==> config.mk <==
export PLATFORM = sky130hd
export DESIGN_NAME = bin_to_bcd_digits
export DESIGN_NICKNAME = d
export VERILOG_FILES = /design/src/rtl/bin_to_bcd_digits.sv
export SDC_FILE = /design/constraint.sdc
export NUM_CORES = 1
export LEC_CHECK = 0
export BUFFER_PORTS_ARGS = -buffer_cell sky130_fd_sc_hd__buf_2
export CAP_MARGIN = 20
export CELL_PAD_IN_SITES_DETAIL_PLACEMENT = 1
export CELL_PAD_IN_SITES_GLOBAL_PLACEMENT = 2
export CORE_MARGIN = 5
export CORE_UTILIZATION = 35
export CTS_CLUSTER_SIZE = 25
export DETAILED_ROUTE_END_ITERATION = 8
export PLACE_DENSITY = 0.82
export SLEW_MARGIN = 40
export SYNTH_ARGS = -nofsm -noshare
export SYNTH_HDL_FRONTEND = slang
export SYNTH_SLANG_ARGS = --single-unit
==> constraint.sdc <==
create_clock -name clock -period 3.5 [get_ports clock]
set_input_delay 0.525 -clock clock [delete_from_list [all_inputs] [get_ports clock]]
set_output_delay 0.525 -clock clock [all_outputs]
set_load 0.01 [all_outputs]
==> src/rtl/bin_to_bcd_digits.sv <==
// ============================================================================
// Module   : bin_to_bcd_digits
// Brief    : Iterative double-dabble binary-to-BCD converter that drives the
//            7-segment digit decoders (codes 0-9, 10 = minus, 11 = blank).
//            Optional macro LEADING_ZERO_BLANK_EN blanks leading zero digits.
// Revision : 1.0 - initial release
// ============================================================================
`default_nettype none

module bin_to_bcd_digits #(
    parameter int WIDTH  = 16,
    parameter int DIGITS = 5,
    parameter int SIGNED = 1
) (
    input  logic                    clock,
    input  logic                    reset_n,
    input  logic                    start,
    input  logic [WIDTH-1:0]        value,
    output logic                    busy,
    output logic                    done,
    output logic [4*(DIGITS+1)-1:0] digits
);

    localparam int               CW         = $clog2(WIDTH + 1);
    localparam int               BW         = 4 * DIGITS;
    localparam logic [CW-1:0]    c_cnt_init = CW'(WIDTH);
    localparam logic [CW-1:0]    c_cnt_one  = CW'(1);
    localparam logic [WIDTH-1:0] c_one      = WIDTH'(1);
    localparam logic [3:0]       c_minus    = 4'd10;
    localparam logic [3:0]       c_blank    = 4'd11;

    typedef enum logic [1:0] {
        S_IDLE   = 2'd0,
        S_SHIFT  = 2'd1,
        S_FORMAT = 2'd2
    } state_t;

    state_t                    r_state;
    state_t                    w_next;
    logic [WIDTH-1:0]          r_mag;
    logic [BW-1:0]             r_bcd;
    logic [CW-1:0]             r_cnt;
    logic                      r_neg;
    logic                      r_done;
    logic [4*(DIGITS+1)-1:0]   r_digits;

    logic                      w_neg;
    logic [BW-1:0]             w_adj;
    logic [BW+WIDTH-1:0]       w_shift;
    logic [BW-1:0]             w_fmt;
    logic [3:0]                w_sign;

    always_ff @(posedge clock or negedge reset_n) begin
        if (!reset_n) r_state <= S_IDLE;
        else          r_state <= w_next;
    end

    always_comb begin
        w_next = r_state;
        case (r_state)
            S_IDLE:   if (start) w_next = S_SHIFT;
            S_SHIFT:  if (r_cnt == c_cnt_one) w_next = S_FORMAT;
            S_FORMAT: w_next = S_IDLE;
            default:  w_next = S_IDLE;
        endcase
    end

    assign w_neg = (SIGNED != 0) ? value[WIDTH-1] : 1'b0;

    generate
        for (genvar g = 0; g < DIGITS; g++) begin : g_adj
            assign w_adj[4*g +: 4] = (r_bcd[4*g +: 4] >= 4'd5) ? r_bcd[4*g +: 4] + 4'd3
                                                               : r_bcd[4*g +: 4];
        end
    endgenerate

    assign w_shift = {w_adj, r_mag} << 1;

`ifdef LEADING_ZERO_BLANK_EN
    logic w_lead;
`endif

    // Digit 0 is never blanked so a zero result still shows "0".
    always_comb begin
        w_fmt = r_bcd;
`ifdef LEADING_ZERO_BLANK_EN
        w_lead = 1'b1;
        for (int k = DIGITS - 1; k > 0; k--) begin
            if (w_lead && (r_bcd[4*k +: 4] == 4'd0)) w_fmt[4*k +: 4] = c_blank;
            else                                     w_lead = 1'b0;
        end
`endif
    end

    assign w_sign = (r_neg && (r_bcd != '0)) ? c_minus : c_blank;

    always_ff @(posedge clock or negedge reset_n) begin
        if (!reset_n) begin
            r_mag    <= '0;
            r_bcd    <= '0;
            r_cnt    <= '0;
            r_neg    <= 1'b0;
            r_done   <= 1'b0;
            r_digits <= {(DIGITS+1){c_blank}};
        end else begin
            r_done <= 1'b0;
            case (r_state)
                S_IDLE: begin
                    if (start) begin
                        r_mag <= w_neg ? (~value + c_one) : value;
                        r_neg <= w_neg;
                        r_bcd <= '0;
                        r_cnt <= c_cnt_init;
                    end
                end
                S_SHIFT: begin
                    {r_bcd, r_mag} <= w_shift;
                    r_cnt          <= r_cnt - c_cnt_one;
                end
                S_FORMAT: begin
                    r_digits <= {w_sign, w_fmt};
                    r_done   <= 1'b1;
                end
                default: ;
            endcase
        end
    end

    assign busy   = (r_state != S_IDLE);
    assign done   = r_done;
    assign digits = r_digits;

endmodule

`default_nettype wire

* Word level (Yosys, flattened, before mapping)
Cells that the tools add are included.
Widths: inputs -> output; s select.
** Storage, ports and cells
- Input port bits :: 19
- Flip-flop bits (word level) :: 69
- Bits in read-only memories :: 0
- RAM bits :: 0
- Output and inout port bits :: 26
- Memories kept :: 0
- Bits in latches :: 0
** Operators by class
- Multiply operators :: 0
- Divide/modulo/power cells :: 0
- Equality and inequality tests :: 5
- Add/subtract/negate cells :: 7
- Multiplexer cells :: 17
- Shifts and indexed selects :: 0
- Magnitude comparators :: 5
- Reduce and logical (&&, ||, !) cells :: 8
- Bitwise gates (word level) :: 1
** Operators with widths (count)
- $pmux 20 s2 :: 1
- $mux 16 :: 2
- $pmux 16 s2 :: 1
- $ge 4x3->1 const B :: 5
- $mux 20 :: 1
- $reduce_bool 20->1 :: 1
- $add 16x1->16 const B :: 1
- $add 4x2->4 const B :: 4
- $mux 4 :: 4
- $not 16->16 :: 1
- $pmux 5 s2 :: 1
- $reduce_and 2->1 :: 3
- $eq 5x1->1 const B :: 1
- $mux 5 :: 1
- $sub 5x1->5 const B :: 1
- $mux 2 :: 2
- $ne 2x2->1 const B :: 2
- $pmux 2 s2 :: 1
- $reduce_bool 2->1 :: 2
- $add 3x2->3 const B :: 1
- $mux 3 :: 1
- $eq 2x1->1 const B :: 1
- $eq 2x2->1 const B :: 1
- $logic_not 2->1 :: 1
- 2 further kinds :: 3

* Logic depth before layout (Yosys ltp)
Gate-level depths: netlist (run 1).
- Word-level depth :: 5
- Depth in mapped cells :: 6
- Gate-level depth less buffers :: 6

* Worst setup path after synthesis (run 1)
Ideal clock, no wire load.
- Path kind :: input port to flip-flop
- From :: input port value[10]
- To :: register r_mag[13]
- Path buffers :: 0
- Slack :: 1733 ps
- Setup time :: 133 ps
- Arrival :: 1633 ps
- Stages :: 4
- Path through :: or4_4 nor4_4 mux2i_1 o211ai_2
** Between the ends
- Longest elaborated chain between the ends :: 5
** Ends and longest elaborated chain
- start, declared :: line 18 : input logic [WIDTH-1:0] value,
- $not 16->16 :: line 110 : r_mag <= w_neg ? (~value + c_one) : value;
- $add 16x1->16 :: line 110
- $mux 16 :: line 110
- $mux 16 :: line 109 : if (start) begin
- $pmux 16 s2 :: line 107 : case (r_state)
- end signal, assigned :: line 110
- end signal, assigned :: line 117 : {r_bcd, r_mag} <= w_shift;
- end, declared :: line 40 : logic [WIDTH-1:0] r_mag;
Every way passes these cells. The select of a mux whose other input is x is not followed.
A chain may end at the register's enable or synchronous reset.

* Final worst setup path (run 1)
- From :: input port value[0]
- To :: register r_mag[14]
Same word-level chain as after synthesis.

==> reports/metrics.yaml, run 1 <==
crit_path_max_incr_delay_ns: 0.62
antenna_found_initial: 0
ys_types: 46
period_minus_slack_ns: 1.84
cts_resized: 0
cap_violations: 0
start_util_pct: 35.8
crit_family: "simple AND/OR/NAND/NOR gates"
fin_ws_ns: 1.66
fillers: 1133
finalCritPeriodShare_pct: 52.6
place.gp.congestion: 0.778
async_flop_share_pct: 100
finalSetupTns_ns: 0
cp_slowest_cell: "nor4b_1"
syn_area_um2: 3500
seq_area_frac_synth_pct: 47.8
dieArea_um2: 12100
final_area_um2: 4040
setup.worst_path.end_class: "flop"
critPathMaxFanout: 4
drtIter0Drc: 74
seq_power_share_pct: 40.7
io_buffers: 41
antennaDiodeCount: 0
vdd_drop_max_mv: 0.214
post-synth-top-count-cell: "dfrtp_1"
drive_gt1_share_pct: 25.9
setup_viol: 0
cp_cell_sequence: "buf_2, inv_1, ha_1, nor4b_1, nand4_1, mux2i_1, o211ai_1"
io_pins: 45
routed-via-count: 2653
clk_path_buf_depth: 2
numCtsBuffers: 9
required_ns: 3.71
area_growth_pct: 15.4
status: "complete, no violations"
route.antenna.remaining_nets: 0
p_int_mw: 2.12
synth_top_area_share_pct: 35.8
hold_path.class: "primary input to asynchronous set/reset pin"
max_freq_mhz: 543
post-route-drc-count: 0
power.density_nw_per_um2: 840
pre_cts_slack_ns: 1.26
clk_pin_slew_ns: 0.07
worstMarginPinSlew_ns: 0.731
rsz0062_at_grt: "false"
syn_area_per_cell_um2: 10.2
dp_hpwl_mm: 5.69
grt.overflow.total: 0
synth_edf_count: 0
dpl.cell_count: 503
postRouteWirelength_mm: 7.88
final_cells: 519
switchingPower_mw: 1.27
cts.hold.buffers_added: 0
postPlaceCellArea_um2: 3810
cp_data_arrival_time_ns: 2.05
num_rows: 36
drt_first_pass_iters: 4
grt_pass1_wl_mm: 13.5
p_comb_share_pct: 39.0
routed_via_density: 5.11
die_w_um: 110
worst-path-buf-inv: 2
fp.dieH_um: 110
cp-start-kind: "primary input"
synthTopCellsByArea: "dfrtp_1, dfstp_2, o21ai_0"
synth_commonest_cells: "dfrtp_1, o21ai_0, nand3_1"
ys_ff_latch: 66
hold_viol_final: 0
nets: 417
power_leakage_nw: 1.78
finalPower_mw: 3.39
yosysTopAreaCell: "dfrtp_1"
grt_start_max_net_pins: 41
routedWlPerCell_um: 15.2
htreeDepth: 3
coreArea_um2: 9770
first_global_vias: 2792
ys_warn_count: 0
root_buffer: "clkbuf_8"
maxSlewViolCount: 0
p_sw_share_pct: 37.4
slew_headroom_pct: 50.5
clock-skew-final_ns: 0.00685
clk_latency_ns: 0.34
crit_type: "primary input to flop"
synth-main-ff-cell: "dfrtp_1"
synth_cells: 344
power_frac_clock_pct: 20.3
tritoncts: "yes"
post_cts_buffers: 0
gr-usage-all-layers_pct: 14.2
clock_sinks: 66
## per-layer routing
layer / up-vias / wire length, um / GRT usage [%] / share of wire (%)
li1: 1312 / - / - / -
met4: 0 / 93 / 5.25 / 1.2
met2: 50 / 3620 / 22.5 / 46
met5: - / 0 / 0 / 0
met3: 7 / 295 / 3.73 / 3.7
met1: 1284 / 3870 / 18.7 / 49
## state kept, by name (all words and copies together), names as in the netlist
signal   cells
r_neg        1
r_state      2
done         1
r_bcd       20
r_cnt        5
r_mag       16
digits      21
## power by group through the flow
stage	sequential (mW)	combinational, mW	clock, mW
floorplan	1.37	0.954	0
global placement	1.38	1.30	0
detailed placement	1.39	1.34	0
CTS	1.38	1.35	0.709
global route	1.42	1.52	0.747
finish	1.38	1.32	0.688
## path summary, 6_finish.rpt
path | slack, ns | cells past startpoint | startpoint | to
max | 1.66 | 7 | value[0] | r_mag[14]$_DFFE_PN0P_
min in group clock | 0.46 | 3 | value[14] | r_mag[14]$_DFFE_PN0P_
max in group asynchronous | 2.33 | 2 | reset_n | digits[20]$_DFFE_PN1P_
max reg2reg | 1.70 | 6 | r_bcd[0]$_DFFE_PN0P_ | r_bcd[2]$_DFFE_PN0P_
min reg2reg | 0.48 | 2 | digits[4]$_DFFE_PN1P_ | digits[4]$_DFFE_PN1P_
min | 0.20 | 1 | reset_n | r_bcd[13]$_DFFE_PN0P_
## per-stage QoR
| stage | hold slack [ns] | utilization, % |
|---|---|---|
| 2_1_floorplan | 0.229 | - |
| 3_3_place_gp | 0.463 | 39.0 |
| 3_5_place_dp | 0.473 | 39.0 |
| 4_1_cts | 0.204 | 41.2 |
| 5_1_grt | 0.233 | 41.3 |
| 6_report | 0.205 | 41.3 |
## area by class of cell
type	instances	area (um2)	share of cell area, %
sequential	66	1670	41.4
clock inverter	1	30.0	0.743
tap	133	166	4.12
inverter	16	60.1	1.49
clock buffer	15	186	4.62
multi-input combinational	243	1690	41.8
timing repair buffer	45	235	5.82
## layout by cell type (no fill, tap or decap), drive strengths merged, types with 2 or more instances in the layout
cell type  instances
mux2i              6
or4                5
o21ai             43
nand2             20
nor3b              5
nand2b             7
or3                2
buf               45
o31ai              8
o211ai             7
nor4               4
nand4              2
a22oi             12
clkbuf            15
inv               16
nor2              15
ha                17
or2                2
nor3               5
nand3             21
mux2              15
a32o               5
dfrtp             50
dfstp             16
xnor2              9
xor2               3
conb               3
nor4b              4
a21oi             12
## logic make-up (layout without fill, tap and decap cells)
| group | Yosys count | count (layout) | synth area share [%] |
|---|---|---|---|
| AO/OA/AOI/OAI | 92 | 92 | 16.4 |
| XOR/XNOR | 12 | 12 | 3.00 |
| adder cells (fa/ha/maj) | 17 | 17 | 6.08 |
| buffers and inverters | 36 | 77 | 4.36 |
| flip-flops | 66 | 66 | 47.8 |
| multiplexers | 21 | 21 | 6.54 |
| other | 2 | 3 | 0.215 |
| AND/OR/NAND/NOR | 98 | 98 | 15.6 |
Power figures use the tool's default switching activity.
==> run 2: changes to the inputs <==
--- a/config.mk
+++ b/config.mk
@@ -10,10 +10,10 @@
 export CELL_PAD_IN_SITES_DETAIL_PLACEMENT = 1
 export CELL_PAD_IN_SITES_GLOBAL_PLACEMENT = 2
 export CORE_MARGIN = 5
-export CORE_UTILIZATION = 35
+export CORE_UTILIZATION = 33
 export CTS_CLUSTER_SIZE = 25
 export DETAILED_ROUTE_END_ITERATION = 8
-export PLACE_DENSITY = 0.82
+export PLACE_DENSITY = 0.81
 export SLEW_MARGIN = 40
 export SYNTH_ARGS = -nofsm -noshare
 export SYNTH_HDL_FRONTEND = slang
==> constraint.sdc (replaced) <==
create_clock -name clock -period 1.5 [get_ports clock]
set_input_delay 0.225 -clock clock [delete_from_list [all_inputs] [get_ports clock]]
set_output_delay 0.225 -clock clock [all_outputs]
set_load 0.01 [all_outputs]
==> reports/metrics.yaml, run 2 (synthesized netlist as in run 1, its figures left out) <==
layout_common_cells: "buf_4, dfrtp_1, buf_2"
drtIter0Drc: 97
routed_via_density: 5.10
period_minus_slack_ns: 1.54
clk_pin_slew_ns: 0.07
hold_path.class: "primary input to flop"
p_int_mw: 5.85
clk_path_buf_depth: 2
hold_slack_ns: 0.152
cp-start-kind: "flop"
holdCritStartpoint: "value[14]"
worstReg2RegEnd: "r_bcd[11]$_DFFE_PN0P_"
fin_ws_ns: -0.0380
antennaDiodeCount: 0
final_common_cell: "buf_4"
area_growth_pct: 37.3
finalCritPeriodShare_pct: 103
rr_startpoint: "r_state[1]$_DFFE_PN0P_"
dieArea_um2: 12800
grt_start_max_net_pins: 67
crit_path_max_incr_delay_ns: 0.45
first_global_vias: 3148
hold_end: "r_mag[14]$_DFFE_PN0P_"
grt.overflow.total: 0
route.antenna.remaining_nets: 0
clock-skew-final_ns: 0.0130
start_util_pct: 33.9
routed-via-count: 3033
cp_slowest_cell: "or3b_4"
p_sw_share_pct: 38.1
utilization_pct: 46.5
place.gp.congestion: 0.813
antenna_found_initial: 0
gr-usage-all-layers_pct: 14.6
power_leakage_nw: 2.17
drt_first_pass_iters: 4
htreeDepth: 3
numCtsBuffers: 9
p_comb_share_pct: 51.8
num_rows: 37
setup.worst_path.end_class: "flop"
seq_power_share_pct: 34.4
root_buffer: "clkbuf_8"
largest_reg_flops: 21
coreArea_um2: 10300
io_pins: 45
crit_family: "simple AND/OR/NAND/NOR gates"
r2r_cells: 5
io_buffers: 41
max_freq_mhz: 650
required_ns: 1.73
clk_latency_ns: 0.35
post-route-drc-count: 0
setup_viol: 6
die_w_um: 113
postRouteWirelength_mm: 9.43
routedWlPerCell_um: 15.8
maxSlewViolCount: 0
drive_gt1_share_pct: 45.3
fp.dieH_um: 113
worst-path-buf-inv: 1
power.density_nw_per_um2: 1970
clock_sinks: 66
final_cells: 595
power_frac_clock_pct: 13.7
cp_data_arrival_time_ns: 1.77
grt_pass1_wl_mm: 15.1
hold_viol_final: 0
status: "finished with violations"
violations: "negative setup slack"
whs_path_depth: 3
critPathMaxFanout: 8
tritoncts: "yes"
cap_violations: 0
rsz0062_at_grt: "true"
cp_cell_sequence: "or3b_4, nand2_2, buf_12, o31ai_1, a32o_1"
switchingPower_mw: 3.59
regToRegSetupSlack_ns: -0.04
crit_type: "flop to flop"
worstSetupStartpoint: "r_state[1]$_DFFE_PN0P_"
vdd_drop_max_mv: 0.569
dpl.cell_count: 562
dp_hpwl_mm: 6.34
nets: 490
pre_cts_slack_ns: -0.164
## run 2: per-layer routing
layer	GRT usage, %	wire length, um	vias to the layer above
li1	-	-	1460
met3	2.57	384	16
met4	5.93	166	0
met5	0	0	-
met2	24.3	4650	55
met1	18.8	4220	1502
## run 2: layout make-up
type                    instances  area (um2)
clock inverters                 1        5.00
repair buffers                118         846
multi-input cells             243        1890
fillers                      1187        5520
inverters                      16        60.1
clock buffers                  15         156
well taps                     136         170
flip-flops and latches         66        1670
## run 2: timing repair
| action | in CTS | in global routing |
|---|---|---|
| pin swaps | 4 | 4 |
| hold endpoints to repair | 50 | 0 |
| gates cloned | 1 | 0 |
| hold buffers | 1 | 0 |
| setup buffers | 5 | 10 |
| gates resized for setup | 29 | 37 |
| setup endpoints to repair | 25 | 29 |
## run 2: power groups by stage
stage               combinational [mW]  clock [mW]  sequential, mW
floorplan                         2.26           0            3.20
global route                      5.38        1.42            3.36
detailed placement                4.03           0            3.22
global placement                  3.83           0            3.17
finish                            4.89        1.29            3.25
CTS                               4.33        1.34            3.22
## run 2: worst reg2reg max path, cell delays in order, from the launching register on
cell,delay (ns)
dfrtp_2,0.44
or3b_4,0.45
nand2_2,0.10
buf_12,0.12
o31ai_1,0.08
a32o_1,0.23
## run 2: metrics by stage
stage	cell area, um2	power, mW	TNS [ns]
6_report	4800	9.44	-0.120
5_1_grt	4800	10.2	-0.674
4_1_cts	4570	8.88	-0.135
3_5_place_dp	4300	7.25	-1.63
3_3_place_gp	4290	7.01	-2.38
2_1_floorplan	3530	5.46	0
## run 2: worst max path at each step
| stage | endpoint | slack [ns] | cells past startpoint |
|---|---|---|---|
| 6_report | r_bcd[11]$_DFFE_PN0P_ | -0.04 | 5 |
| 5_1_grt | digits[20]$_DFFE_PN1P_ | -0.11 | 6 |
| 4_1_cts | r_mag[9]$_DFFE_PN0P_ | -0.04 | 3 |
| 3_5_place_dp | r_mag[13]$_DFFE_PN0P_ | -0.16 | 5 |
| 3_3_place_gp | r_mag[13]$_DFFE_PN0P_ | -0.20 | 4 |
| 2_1_floorplan | r_bcd[2]$_DFFE_PN0P_ | 0.002 | 6 |
